**config.mk**
```make
export PLATFORM = sky130hd
export DESIGN_NAME = asm_serial_tx_flat
export DESIGN_NICKNAME = d
export VERILOG_FILES = /design/src/rtl/asm_serial_pkg.sv /design/src/rtl/asm_serial_tx_if.sv /design/src/rtl/asm_serial_tx_bit_timer.sv /design/src/rtl/asm_serial_tx.sv /design/src/flat_wrapper.sv
export SDC_FILE = /design/constraint.sdc
export NUM_CORES = 1
export LEC_CHECK = 0
export CAP_MARGIN = 30
export CORE_MARGIN = 2
export CORE_UTILIZATION = 50
export CTS_CLUSTER_DIAMETER = 100
export DETAILED_ROUTE_END_ITERATION = 7
export PLACE_DENSITY = 0.77
export SYNTH_ARGS = -nofsm -noshare
export SYNTH_HDL_FRONTEND = slang
export SYNTH_SLANG_ARGS = --single-unit
```
**constraint.sdc**
```tcl
create_clock -name clk_i -period 2.5 [get_ports clk_i]
set_clock_uncertainty 0.1 [all_clocks]
set_input_delay 0.25 -clock clk_i [delete_from_list [all_inputs] [get_ports clk_i]]
set_output_delay 0.25 -clock clk_i [all_outputs]
set_load 0.01 [all_outputs]
```
**src/rtl/asm_serial_pkg.sv**
```systemverilog
// Shared types and parameter defaults for the framed serial transmitter.
package asm_serial_pkg;

  typedef enum logic [1:0] {IDLE, START, DATA, STOP} tx_state_t;

  localparam int unsigned DATA_W_DEF     = 3;
  localparam int unsigned BIT_CYCLES_DEF = 2;

endpackage

```
**src/rtl/asm_serial_tx_if.sv**
```systemverilog
// Word handshake between a data source and the serial transmitter.
interface asm_serial_tx_if
  import asm_serial_pkg::*;
#(
  parameter int unsigned DATA_W = DATA_W_DEF
) ();

  logic [DATA_W-1:0] data_i;
  logic              valid_i;
  logic              ready_o;

  modport master (output data_i, output valid_i, input ready_o);
  modport slave  (input data_i, input valid_i, output ready_o);

endinterface

```
**src/rtl/asm_serial_tx_bit_timer.sv**
```systemverilog
// Bit-period prescaler: counts 0..BIT_CYCLES-1, flags the terminal count.
module bit_timer
  import asm_serial_pkg::*;
#(
  parameter int unsigned BIT_CYCLES = BIT_CYCLES_DEF
) (
  input  logic clk_i,
  input  logic reset_ni,
  input  logic clr_i,
  output logic tc_c,
  output logic tc_next_c
);

  localparam int unsigned CNT_W = $clog2(BIT_CYCLES + 1);
  localparam logic [CNT_W-1:0] LAST = CNT_W'(BIT_CYCLES - 1);

  logic [CNT_W-1:0] cnt_q;
  logic [CNT_W-1:0] cnt_d;

  // Wrap on terminal so back-to-back bits in DATA need no explicit clear
  always_comb begin
    cnt_d = cnt_q;
    if (clr_i || tc_c) begin
      cnt_d = '0;
    end else begin
      cnt_d = cnt_q + CNT_W'(1);
    end
  end

  assign tc_c      = (cnt_q == LAST);
  assign tc_next_c = (cnt_d == LAST);

  always_ff @(posedge clk_i or negedge reset_ni) begin
    if (!reset_ni) begin
      cnt_q <= '0;
    end else begin
      cnt_q <= cnt_d;
    end
  end

endmodule

```
**src/rtl/asm_serial_tx.sv**
```systemverilog
// Framed serial transmitter: start bit (1), DATA_W bits MSB first, stop bit (0),
// each bit held BIT_CYCLES clocks; line idles low.
module asm_serial_tx
  import asm_serial_pkg::*;
#(
  parameter int unsigned DATA_W     = DATA_W_DEF,
  parameter int unsigned BIT_CYCLES = BIT_CYCLES_DEF
) (
  input  logic            clk_i,
  input  logic            reset_ni,
  asm_serial_tx_if.slave  bus,
  output logic            tx_o,
  output logic            busy_o,
  output logic            done_o
);

  localparam int unsigned IDX_W = $clog2(DATA_W + 1);

  tx_state_t         state_q, state_d;
  logic [DATA_W-1:0] shift_q, shift_d;
  logic [IDX_W-1:0]  idx_q, idx_d;
  logic              tx_d, busy_d, ready_d, done_d;
  logic              tc, tc_next, timer_clr;

  bit_timer #(
    .BIT_CYCLES(BIT_CYCLES)
  ) u_bit_timer (
    .clk_i    (clk_i),
    .reset_ni (reset_ni),
    .clr_i    (timer_clr),
    .tc_c     (tc),
    .tc_next_c(tc_next)
  );

  // Next-state, shift register and bit index
  always_comb begin
    state_d = state_q;
    shift_d = shift_q;
    idx_d   = idx_q;
    unique case (state_q)
      IDLE: begin
        if (bus.valid_i && bus.ready_o) begin
          shift_d = bus.data_i;
          state_d = START;
        end
      end
      START: begin
        if (tc) begin
          state_d = DATA;
          idx_d   = IDX_W'(DATA_W - 1);
        end
      end
      DATA: begin
        if (tc) begin
          if (idx_q == '0) begin
            state_d = STOP;
          end else begin
            shift_d = shift_q << 1;
            idx_d   = idx_q - IDX_W'(1);
          end
        end
      end
      STOP: begin
        if (tc) begin
          state_d = IDLE;
        end
      end
      default: state_d = IDLE;
    endcase
  end

  assign timer_clr = (state_q == IDLE) || (state_d != state_q);

  // Output values for the coming cycle, so every output leaves a flop
  always_comb begin
    tx_d    = 1'b0;
    busy_d  = (state_d != IDLE);
    ready_d = (state_d == IDLE);
    done_d  = (state_d == STOP) && tc_next;
    unique case (state_d)
      START:   tx_d = 1'b1;
      DATA:    tx_d = shift_d[DATA_W-1];
      default: tx_d = 1'b0;
    endcase
  end

  always_ff @(posedge clk_i or negedge reset_ni) begin
    if (!reset_ni) begin
      state_q     <= IDLE;
      shift_q     <= '0;
      idx_q       <= '0;
      tx_o        <= 1'b0;
      busy_o      <= 1'b0;
      bus.ready_o <= 1'b1;
      done_o      <= 1'b0;
    end else begin
      state_q     <= state_d;
      shift_q     <= shift_d;
      idx_q       <= idx_d;
      tx_o        <= tx_d;
      busy_o      <= busy_d;
      bus.ready_o <= ready_d;
      done_o      <= done_d;
    end
  end

endmodule

```
**src/flat_wrapper.sv**
```systemverilog
// flat-port wrapper written by rule: the top's interface ports become plain ports
module asm_serial_tx_flat import asm_serial_pkg::*;
#(
  parameter int unsigned DATA_W     = DATA_W_DEF,
  parameter int unsigned BIT_CYCLES = BIT_CYCLES_DEF
)
  (clk_i, reset_ni, tx_o, busy_o, done_o, bus_data_i, bus_valid_i, bus_ready_o);
  asm_serial_tx_if #(.DATA_W(DATA_W)) bus_i ();
  input  logic clk_i;
  input  logic reset_ni;
  output logic tx_o;
  output logic busy_o;
  output logic done_o;
  input wire logic [$bits(bus_i.data_i)-1:0] bus_data_i;
  input wire logic [$bits(bus_i.valid_i)-1:0] bus_valid_i;
  output wire logic [$bits(bus_i.ready_o)-1:0] bus_ready_o;
  assign bus_i.data_i = bus_data_i;
  assign bus_i.valid_i = bus_valid_i;
  assign bus_ready_o = bus_i.ready_o;
  asm_serial_tx #(.DATA_W(DATA_W), .BIT_CYCLES(BIT_CYCLES)) u_core (.clk_i(clk_i), .reset_ni(reset_ni), .bus(bus_i), .tx_o(tx_o), .busy_o(busy_o), .done_o(done_o));
endmodule
```
==> results of run 1 <==
## cell families after synthesis
family | count (synthesis)
adders and majority gates | 7
AOI/OAI and AO/OA | 18
buffers and inverters | 11
muxes | 2
DFF | 13
xor gates and xnor gates | 1
and+or+nand+nor | 18
## cell usage in the layout (no fill, tap or decap)
cell type and n:
sky130_fd_sc_hd__nand2_1 7, sky130_fd_sc_hd__a2bb2oi_1 1, sky130_fd_sc_hd__xnor2_1 1, sky130_fd_sc_hd__inv_1 9, sky130_fd_sc_hd__nand3_1 1, sky130_fd_sc_hd__nor4bb_1 1, sky130_fd_sc_hd__a21o_1 1, sky130_fd_sc_hd__nor2b_1 1
sky130_fd_sc_hd__a21oi_2 1, sky130_fd_sc_hd__o21bai_1 1, sky130_fd_sc_hd__a222oi_1 1, sky130_fd_sc_hd__a21boi_1 1, sky130_fd_sc_hd__or2_0 1, sky130_fd_sc_hd__nor2_1 2, sky130_fd_sc_hd__o32ai_1 1, sky130_fd_sc_hd__o21ai_0 4
sky130_fd_sc_hd__o21a_1 1, sky130_fd_sc_hd__clkdlybuf4s50_1 9, sky130_fd_sc_hd__clkbuf_4 3, sky130_fd_sc_hd__o221ai_1 1, sky130_fd_sc_hd__mux2i_1 2, sky130_fd_sc_hd__nand2b_1 2, sky130_fd_sc_hd__a21oi_1 3, sky130_fd_sc_hd__dfrtp_1 12
sky130_fd_sc_hd__clkinv_2 1, sky130_fd_sc_hd__nor3_1 1, sky130_fd_sc_hd__o31a_1 1, sky130_fd_sc_hd__ha_1 7, sky130_fd_sc_hd__nand3b_1 2, sky130_fd_sc_hd__dfstp_2 1, sky130_fd_sc_hd__o22ai_1 1
## layer usage
layer | track usage (%) | wire length, um | vias up
li1 | - | - | 264
met1 | 20.8 | 572 | 255
met2 | 20.9 | 516 | 6
met3 | 4.35 | 30 | 2
met4 | 5.81 | 10 | 0
met5 | 0 | 0 | -
## power groups by stage
stage	Clock (mW)	Sequential [mW]	Combinational, mW
2_1_floorplan	0	0.373	0.451
3_3_place_gp	0	0.406	0.531
3_5_place_dp	0	0.408	0.543
4_1_cts	0.132	0.404	0.546
5_1_grt	0.147	0.420	0.624
6_report	0.127	0.404	0.536
## cell type report
| type | count | area [sq um] | share of cell area [%] |
|---|---|---|---|
| clock buffers | 3 | 22.5 | 2.71 |
| clock inverters | 1 | 5.00 | 0.602 |
| inverters | 9 | 33.8 | 4.06 |
| multi-input cells | 46 | 335 | 40.3 |
| flip-flops and latches | 13 | 327 | 39.2 |
| well taps | 15 | 18.8 | 2.26 |
| repair buffers | 9 | 90.1 | 10.8 |
## final timing paths
kind,startpoint,slack [ns],cells after the start,endpoint
setup / recovery,u_core.state_q[1],0.51,7,u_core.tx_o
hold / removal,reset_ni,0.24,1,u_core.shift_q[1]
setup reg to reg,u_core.state_q[1],0.51,7,u_core.tx_o
hold reg to reg,u_core.u_bit_timer.cnt_q[0],0.39,1,u_core.u_bit_timer.cnt_q[0]
max in group asynchronous,reset_ni,1.69,1,u_core.bus.ready_o
min in group clk_i,u_core.u_bit_timer.cnt_q[0],0.39,1,u_core.u_bit_timer.cnt_q[0]
## through the flow
stage	setup WS, ns	hold WS (ns)	utilization [%]	cells	power, mW
detailed placement	0.446	0.389	61.1	92	0.951
finish	0.512	0.235	63.2	96	1.07
global route	0.331	0.294	63.2	96	1.19
CTS	0.514	0.256	63.2	96	1.08
global placement	0.453	0.387	61.1	92	0.937
floorplan	0.701	-0.146	-	70	0.824
## worst max-delay path, stage by stage, from the launching register on
cell and delay, ns:
sky130_fd_sc_hd__dfrtp_1 0.55, sky130_fd_sc_hd__nand3b_1 0.24, sky130_fd_sc_hd__nand2_1 0.09, sky130_fd_sc_hd__o21a_1 0.21
sky130_fd_sc_hd__ha_1 0.30, sky130_fd_sc_hd__nand2_1 0.06, sky130_fd_sc_hd__or2_0 0.20, sky130_fd_sc_hd__o221ai_1 0.16
## registers in the layout (all words and copies together), names as in the netlist
signal	flops
u_core.busy_o	1
u_core.state_q	2
u_core.done_o	1
u_core.tx_o	1
u_core.u_bit_timer.cnt_q	2
u_core.idx_q	2
u_core.shift_q	3
u_core.bus.ready_o	1
==> flow_summary.yaml, run 1 <==
status:
  run_status: "completed"
place:
  dp.final_hpwl_um: 844
  detailed_place.area_sq_um: 805
  globalplace.congestion: 0.701
  place.port_buffers: 9
pwr:
  p_sw_share_pct: 40.4
  vdd.ir_drop.worst_v: 0.000892
  p_comb_share_pct: 50.3
  power_per_cell_area_mw_per_mm2: 1280
  total_switching_power_mw: 0.432
  share_seq_of_total_power_pct: 37.9
  cell_internal_pwr_mw: 0.636
  pwr-share-clk_pct: 11.9
  total_leakage_power_nw: 0.389
logic_synthesis:
  synth.area.mux_share_pct: 2.81
  yosys_register_bits: 13
  synth_top_family_by_area: "compound AO/OA/AOI/OAI gates"
  synth-compound-area-share_pct: 17.6
  synth.cells.most_frequent: "sky130_fd_sc_hd__dfrtp_1 (12), sky130_fd_sc_hd__inv_1 (9), sky130_fd_sc_hd__ha_1 (7), sky130_fd_sc_hd__nand2_1 (7), sky130_fd_sc_hd__o21ai_0 (4)"
  synthSimpleGateAreaFrac_pct: 13.2
  yosys_most_used_dff: "sky130_fd_sc_hd__dfrtp_1"
  synth_cell_types: 30
  syn-cell-area_sq_um: 712
  number_of_enable_flip_flop_cells_after_synthesis: 0
  synth_top_cells_by_area: "sky130_fd_sc_hd__dfrtp_1 (42%), sky130_fd_sc_hd__ha_1 (12%), sky130_fd_sc_hd__inv_1 (4.7%)"
  area_share_of_xor_xnor_cells_in_the_synthesized_design_pct: 1.23
  synth_adder_area_share_pct: 12.3
  synth_cells: 70
  sequential_cell_area_fraction_in_the_yosys_report_pct: 45.9
  post-synth-top-area-fraction_pct: 42.2
  synth-warning-count: 0
  synth_nets: 83
  syn_avg_cell_area_sq_um: 10.2
  leading_cell_type_by_number_of_instances_after_synthesis: "sky130_fd_sc_hd__dfrtp_1"
  ys_async_sr_fraction_pct: 100
  synth.largest_area_cell: "sky130_fd_sc_hd__dfrtp_1"
cts:
  clock_insertion_delay_worst_skew_ns: 0.27
  cts_tree: "done"
  cts_root_buffer: "sky130_fd_sc_hd__clkbuf_4"
  clkSlewWorstSetupHoldPaths_ns: 0.08
  cts-buffers-inserted: 3
  clock_sink_count: 13
  cts-hold-fix-buffers: 0
  post_cts_buffers: 0
  clk_path_buf_depth: 2
  cts_resized: 0
  h_tree_level_count: 1
cells_and_area:
  antenna_cells: 0
  area.growth.synth_to_final_pct: 16.9
  finalInstanceArea_sq_um: 832
  drive_gt1_share_pct: 7.41
  filler_instances: 119
  final_net_count: 95
setup_path:
  worstPathMaxFanout: 12
  start_kind: "flip-flop"
  worst_ep_arrival_time_ns: 2.08
  cp-end-kind: "flip-flop"
  data_required_time_at_the_worst_endpoint_ns: 2.59
  timing_worst_setup_path_type: "flip-flop to flip-flop"
sta:
  finalMaxSlewViolations: 0
  fin_setup_tns_ns: 0
  rsz0062_at_grt: "no"
  maximum_clock_frequency_mhz: 503
  hold_viol_final: 0
  timing_worst_slew_pin_value_ns: 0.559
  post-route-period-util_pct: 79.5
  finalSetupViolCount: 0
  timing.final.crit_period_ns: 1.99
  max_slew_margin_pct: 62.6
routing:
  wl_per_cell_um: 11.8
  number_of_vias_per_cell: 5.49
  route.detailed.drc: 0
  routed_wirelength_mm: 1.13
  initialDrtViolationCount: 9
  route.antenna.remaining_nets: 0
  routed-via-count: 527
  number_of_optimization_iterations_in_the_first_detailed_route_pass: 4
global_routing:
  grt_antenna_before_repair: 0
  grt_pass1_vias: 468
  grt.total_usage_pct: 14.7
  grt_pass1_wl_mm: 1.97
  grt_max_degree: 14
  global_route.overflow_total: 0
floorplanning:
  row_count: 13
  placeableCoreArea_sq_mm: 0.00132
  fp.dieArea_sq_mm: 0.00174
  ios: 10
  initial_core_util_pct: 54.0
  die_y_um: 41.7
  floorplan.die.width_um: 41.7
hold_path:
  hold_path_class: "input port to asynchronous set/reset pin"
job:
  max-cap-violations: 0
Note: power is estimated with default switching activity, not from simulation.
==> run 2: changes to the inputs <==
--- a/config.mk
+++ b/config.mk
@@ -6,11 +6,12 @@
 export NUM_CORES = 1
 export LEC_CHECK = 0
 export CAP_MARGIN = 30
+export CORE_ASPECT_RATIO = 1.1
 export CORE_MARGIN = 2
-export CORE_UTILIZATION = 50
+export CORE_UTILIZATION = 46
 export CTS_CLUSTER_DIAMETER = 100
 export DETAILED_ROUTE_END_ITERATION = 7
-export PLACE_DENSITY = 0.77
+export PLACE_DENSITY = 0.75
 export SYNTH_ARGS = -nofsm -noshare
 export SYNTH_HDL_FRONTEND = slang
 export SYNTH_SLANG_ARGS = --single-unit
==> constraint.sdc (replaced) <==
create_clock -name clk_i -period 1.66 [get_ports clk_i]
set_clock_uncertainty 0.1 [all_clocks]
set_input_delay 0.166 -clock clk_i [delete_from_list [all_inputs] [get_ports clk_i]]
set_output_delay 0.166 -clock clk_i [all_outputs]
set_load 0.01 [all_outputs]
==> run 2 against run 1 <==
Net effect: sequential cell count stayed put; count of clock-buffer cells in the layout unchanged; die area grew 7.9%; total power is 100% higher; final area increased by 21%; non-clock buffer count up 16; register-to-register slack worse by 0.62 ns; utilization increased by 8.7 points; sequential power grew 43%; the flow now finishes with violations (setup timing); critical path depth is 1 higher.
==> flow_summary.yaml, run 2 (same netlist as run 1, synthesis figures left out) <==
pwr:
  vdd.ir_drop.worst_v: 0.00135
  power_per_cell_area_mw_per_mm2: 2120
  pwr-share-clk_pct: 9.3
  p_comb_share_pct: 63.7
  p_sw_share_pct: 38.9
  total_switching_power_mw: 0.833
  share_seq_of_total_power_pct: 27.0
  cell_internal_pwr_mw: 1.31
  total_leakage_power_nw: 0.485
routing:
  routed-via-count: 601
  route.antenna.remaining_nets: 0
  number_of_optimization_iterations_in_the_first_detailed_route_pass: 6
  number_of_vias_per_cell: 5.32
  wl_per_cell_um: 13.6
  route.detailed.drc: 0
  routed_wirelength_mm: 1.54
  initialDrtViolationCount: 18
cts:
  cts_tree: "done"
  clock_sink_count: 13
  cts_root_buffer: "sky130_fd_sc_hd__clkbuf_4"
  clkSlewWorstSetupHoldPaths_ns: 0.09
  cts-buffers-inserted: 3
  clk_path_buf_depth: 2
  cts-hold-fix-buffers: 0
  clock_insertion_delay_worst_skew_ns: 0.28
  h_tree_level_count: 1
sta:
  max_slew_margin_pct: 60.7
  post-route-period-util_pct: 107
  finalWorstSetupSlack_ns: -0.112
  timing.final.crit_period_ns: 1.77
  hold_viol_final: 0
  finalMaxSlewViolations: 0
  maximum_clock_frequency_mhz: 564
  timing_worst_slew_pin_value_ns: 0.588
  fin_worst_hold_slack_ns: 0.152
  finalSetupViolCount: 2
  rsz0062_at_grt: "yes"
cells_and_area:
  drive_gt1_share_pct: 32.0
  filler_instances: 112
  registers.top_by_ff_count: "u_core.shift_q"
  register_area_sq_um: 327
  area.growth.synth_to_final_pct: 41.5
  antenna_cells: 0
  final_cell_count_no_fill: 113
  layout_commonest_cell: "sky130_fd_sc_hd__buf_4"
  final_net_count: 111
  finalInstanceArea_sq_mm: 0.00101
  largest_register_ff_count: 3
  post_route_core_utilization_pct: 71.9
  multi_input_combinational_cell_area_sq_um: 387
  layout.cells.most_common_list: "sky130_fd_sc_hd__buf_4 (16), sky130_fd_sc_hd__dfrtp_1 (12), sky130_fd_sc_hd__inv_1 (9)"
place:
  dp.final_hpwl_mm: 1.06
  place_inst: 107
  dpl_worst_slack_ns: -0.242
  globalplace.congestion: 0.757
  detailed_place.area_sq_um: 916
  place.port_buffers: 9
floorplanning:
  floorplan.die.width_um: 41.5
  fp.dieArea_sq_mm: 0.00188
  ios: 10
  initial_core_util_pct: 50.8
  row_count: 14
  placeableCoreArea_sq_mm: 0.00140
  die_y_um: 45.3
hold_path:
  hold_path_class: "input port to asynchronous set/reset pin"
global_routing:
  grt_pass1_vias: 608
  grt_antenna_before_repair: 0
  grt.total_usage_pct: 18.0
  grt_max_degree: 14
  grt_pass1_wl_mm: 2.53
  global_route.overflow_total: 0
setup_path:
  worstPathMaxFanout: 3
  cp-end-kind: "flip-flop"
  start_kind: "flip-flop"
  worst_ep_arrival_time_ns: 1.87
  timing_worst_setup_path_type: "flip-flop to flip-flop"
  worst-r2r-setup-slack_ns: -0.11
  crit_path_cell_trace: "ha_2 -> nand3_2 -> nand2_2 -> o21a_1 -> ha_4 -> nand2_2 -> or2_0 -> o221ai_1"
  timing.critical_path.mode_cell: "sky130_fd_sc_hd__nand2_2"
  data_required_time_at_the_worst_endpoint_ns: 1.76
  slowest_stage: "sky130_fd_sc_hd__dfrtp_1"
  worst_path_largest_cell_delay_ns: 0.41
status:
  run_status: "complete, but fails checks"
  failed_checks: "setup timing"
job:
  max-cap-violations: 0
run 2: cell count changes in the layout (fill, tap and decap cells not counted), sizes merged:
| cell | change |
|---|---|
| clkdlybuf4s50 | -1 |
| buf | +16 |
| dlymetal6s2s | +1 |
run 2: metrics by stage:
stage / total power [mW] / setup TNS [ns]
3_5_place_dp: 1.73 / -0.268
3_3_place_gp: 1.70 / -0.188
5_1_grt: 2.33 / -0.457
6_report: 2.14 / -0.146
4_1_cts: 2.00 / -0.0951
2_1_floorplan: 1.25 / -0.104
run 2: worst max-delay path, delay by kind of cell (launching register included):
kind	cells	cell delay [ns]
AO/OA/AOI/OAI	2	0.35
adder cells (fa/ha/maj)	2	0.48
flip-flops	1	0.41
AND/OR/NAND/NOR	4	0.36
run 2: repair_timing:
action | in CTS | in global routing
pin swaps | 3 | 0
setup buffers | 1 | 1
gates cloned | 0 | 0
resized for setup | 5 | 5
endpoints found under the setup margin | 3 | 4
run 2: power by group through the flow:
stage	Combinational (mW)	Sequential [mW]	Clock, mW
after global routing	1.52	0.598	0.217
after CTS	1.23	0.572	0.204
after detailed placement	1.16	0.575	0
after floorplan	0.687	0.562	0
final	1.36	0.577	0.199
after global placement	1.13	0.566	0
run 2: worst paths after layout:
path / end / cells past startpoint / from
setup / recovery: u_core.tx_o / 8 / u_core.u_bit_timer.cnt_q[0]
hold / removal: u_core.u_bit_timer.cnt_q[1] / 1 / reset_ni
setup reg to reg: u_core.tx_o / 8 / u_core.u_bit_timer.cnt_q[0]
hold reg to reg: u_core.shift_q[0] / 2 / u_core.shift_q[0]
max in group asynchronous: u_core.u_bit_timer.cnt_q[0] / 1 / reset_ni
min in group clk_i: u_core.shift_q[0] / 3 / bus_data_i[0]
run 2: area by class of cell:
class                      count  area share (%)
multi-input combinational     46            38.4
clock inverter                 1           0.497
inverter                       9            3.35
timing repair buffer          25            21.1
tap                           16            1.99
sequential                    13            32.4
clock buffer                   3            2.24
run 2: routing by layer:
| metal | part of all wire, % | GRT usage (%) |
|---|---|---|
| met1 | 41 | 21.5 |
| met2 | 55 | 30.6 |
| met3 | 3.8 | 3.20 |
| met4 | 0.78 | 11.0 |
| met5 | 0 | 0 |
==> run 3: changes to the inputs <==
==> constraint.sdc (replaced) <==
create_clock -name clk_i -period 1.6 [get_ports clk_i]
set_clock_uncertainty 0.1 [all_clocks]
set_input_delay 0.16 -clock clk_i [delete_from_list [all_inputs] [get_ports clk_i]]
set_output_delay 0.16 -clock clk_i [all_outputs]
set_load 0.01 [all_outputs]
==> run 3 against run 2 <==
Net effect: the flow still finishes with violations (setup timing); setup slack worse by 0.091 ns; sequential share of layout area down 0.75 points; sequential power up 2%; maximum frequency down 1.7%; global-route usage up 1.4 points; total power up 5.6%; cell count up 2.7%; combinational power up 7%; non-clock buffer count up 3; final area up 2.4%; utilization up 1.7 points; sequential cell count unchanged; largest cell class unchanged.
==> flow_summary.yaml, run 3 (same netlist as run 1, synthesis figures left out) <==
setup_path:
  data_required_time_at_the_worst_endpoint_ns: 1.70
  start_kind: "flip-flop"
  worst_ep_arrival_time_ns: 1.90
  cp-end-kind: "flip-flop"
  worstPathMaxFanout: 3
  timing_worst_setup_path_type: "flip-flop to flip-flop"
cells_and_area:
  layout_commonest_cell: "sky130_fd_sc_hd__buf_4"
  antenna_cells: 0
  final_cell_count_no_fill: 116
  area.growth.synth_to_final_pct: 44.8
  registers.top_by_ff_count: "u_core.shift_q"
  layout.cells.most_common_list: "sky130_fd_sc_hd__buf_4 (19), sky130_fd_sc_hd__dfrtp_1 (12), sky130_fd_sc_hd__inv_1 (9)"
  register_area_sq_um: 327
  multi_input_combinational_cell_area_sq_um: 392
  largest_register_ff_count: 3
  post_route_core_utilization_pct: 73.6
  final_net_count: 114
  filler_instances: 112
  drive_gt1_share_pct: 34.0
floorplanning:
  fp.dieArea_sq_mm: 0.00188
  row_count: 14
  initial_core_util_pct: 50.8
  die_y_um: 45.3
  ios: 10
  floorplan.die.width_um: 41.5
  placeableCoreArea_sq_mm: 0.00140
cts:
  cts_tree: "done"
  cts-hold-fix-buffers: 0
  cts_root_buffer: "sky130_fd_sc_hd__clkbuf_4"
  cts-buffers-inserted: 3
  clkSlewWorstSetupHoldPaths_ns: 0.08
  clock_insertion_delay_worst_skew_ns: 0.28
  clk_path_buf_depth: 2
  h_tree_level_count: 1
  clock_sink_count: 13
pwr:
  vdd.ir_drop.worst_v: 0.00144
  power_per_cell_area_mw_per_mm2: 2190
  total_leakage_power_nw: 0.496
  totalPowerFinal_mw: 2.26
routing:
  routed_wirelength_mm: 1.52
  initialDrtViolationCount: 15
  route.antenna.remaining_nets: 0
  number_of_optimization_iterations_in_the_first_detailed_route_pass: 4
  routed-via-count: 616
  wl_per_cell_um: 13.1
  route.detailed.drc: 0
  number_of_vias_per_cell: 5.31
job:
  max-cap-violations: 0
sta:
  rsz0062_at_grt: "yes"
  finalWorstSetupSlack_ns: -0.203
  hold_viol_final: 0
  maximum_clock_frequency_mhz: 555
  timing.final.crit_period_ns: 1.80
  finalMaxSlewViolations: 0
  timing_worst_slew_pin_value_ns: 0.364
  post-route-period-util_pct: 113
  max_slew_margin_pct: 75.6
  fin_setup_tns_ns: -0.302
  fin_worst_hold_slack_ns: 0.0483
  finalSetupViolCount: 3
place:
  place.port_buffers: 9
  dp.final_hpwl_mm: 1.15
  globalplace.congestion: 0.783
  place_inst: 110
global_routing:
  grt_pass1_wl_mm: 2.57
  grt_max_degree: 9
  global_route.overflow_total: 0
  grt_pass1_vias: 585
  grt.total_usage_pct: 19.4
  grt_antenna_before_repair: 0
status:
  run_status: "complete, but fails checks"
  failed_checks: "setup timing"
hold_path:
  hold_path_class: "input port to asynchronous set/reset pin"
## run 3: changes by cell type in the layout (fill, tap and decap cells not counted)
cell                             previous run  this run
sky130_fd_sc_hd__dlymetal6s2s_1             1         0
sky130_fd_sc_hd__dlygate4sd2_1              0         1
sky130_fd_sc_hd__nand2_2                    3         2
sky130_fd_sc_hd__nand2_4                    0         1
sky130_fd_sc_hd__buf_4                     16        19
## run 3: routing by layer
| metal | GRT usage [%] | vias up | wire length, um |
|---|---|---|---|
| met3 | 3.20 | 7 | 49 |
| met2 | 33.1 | 19 | 748 |
| met5 | 0 | - | 0 |
| li1 | - | 301 | - |
| met1 | 21.8 | 289 | 661 |
| met4 | 15.5 | 0 | 56 |
## run 3: stage by stage
step / setup slack, ns / instance area [sq um]
2_1_floorplan: -0.164 / 717
3_3_place_gp: -0.218 / 938
3_5_place_dp: -0.308 / 938
4_1_cts: -0.172 / 1010
5_1_grt: -0.334 / 1030
6_report: -0.203 / 1030
## run 3: cell type report
class                           instances  area share (%)
Clock inverter                          1           0.485
Timing Repair Buffer                   28            22.5
Clock buffer                            3            2.18
Sequential cell                        13            31.7
Tap cell                               16            1.94
Inverter                                9            3.28
Multi-Input combinational cell         46            38.0
## run 3: where the power goes
group | internal [mW] | switching, mW | total, mW | leakage (nW)
logic | 0.798 | 0.664 | 1.46 | 0.322
clock network | 0.0929 | 0.115 | 0.208 | 0.0177
registers | 0.493 | 0.0966 | 0.589 | 0.157
total | 1.38 | 0.875 | 2.26 | 0.496
## run 3: path summary, 6_finish.rpt
path                                              from                 end  slack (ns)  cells after the start
max                        u_core.u_bit_timer.cnt_q[0]         u_core.tx_o       -0.20                      8
min                                           reset_ni   u_core.shift_q[2]        0.05                      1
min reg2reg                          u_core.shift_q[0]   u_core.shift_q[0]        0.44                      2
min in group clk_i                       bus_data_i[0]   u_core.shift_q[0]        0.35                      3
max reg2reg                u_core.u_bit_timer.cnt_q[0]         u_core.tx_o       -0.20                      8
max in group asynchronous                     reset_ni  u_core.bus.ready_o        0.84                      2
## run 3: what timing repair did
item,CTS,global route
endpoints found under the hold margin,0,0
setup endpoints to repair,5,4
setup buffers,1,1
gates resized for setup,9,2
pin swaps,3,2
## run 3: worst max-delay path: stages, from the launching register on
cell,delay [ns]
sky130_fd_sc_hd__dfrtp_1,0.41
sky130_fd_sc_hd__ha_2,0.19
sky130_fd_sc_hd__nand3_2,0.06
sky130_fd_sc_hd__nand2_2,0.06
sky130_fd_sc_hd__o21a_1,0.22
sky130_fd_sc_hd__ha_4,0.28
sky130_fd_sc_hd__nand2_2,0.04
sky130_fd_sc_hd__or2_0,0.19
sky130_fd_sc_hd__o221ai_1,0.16
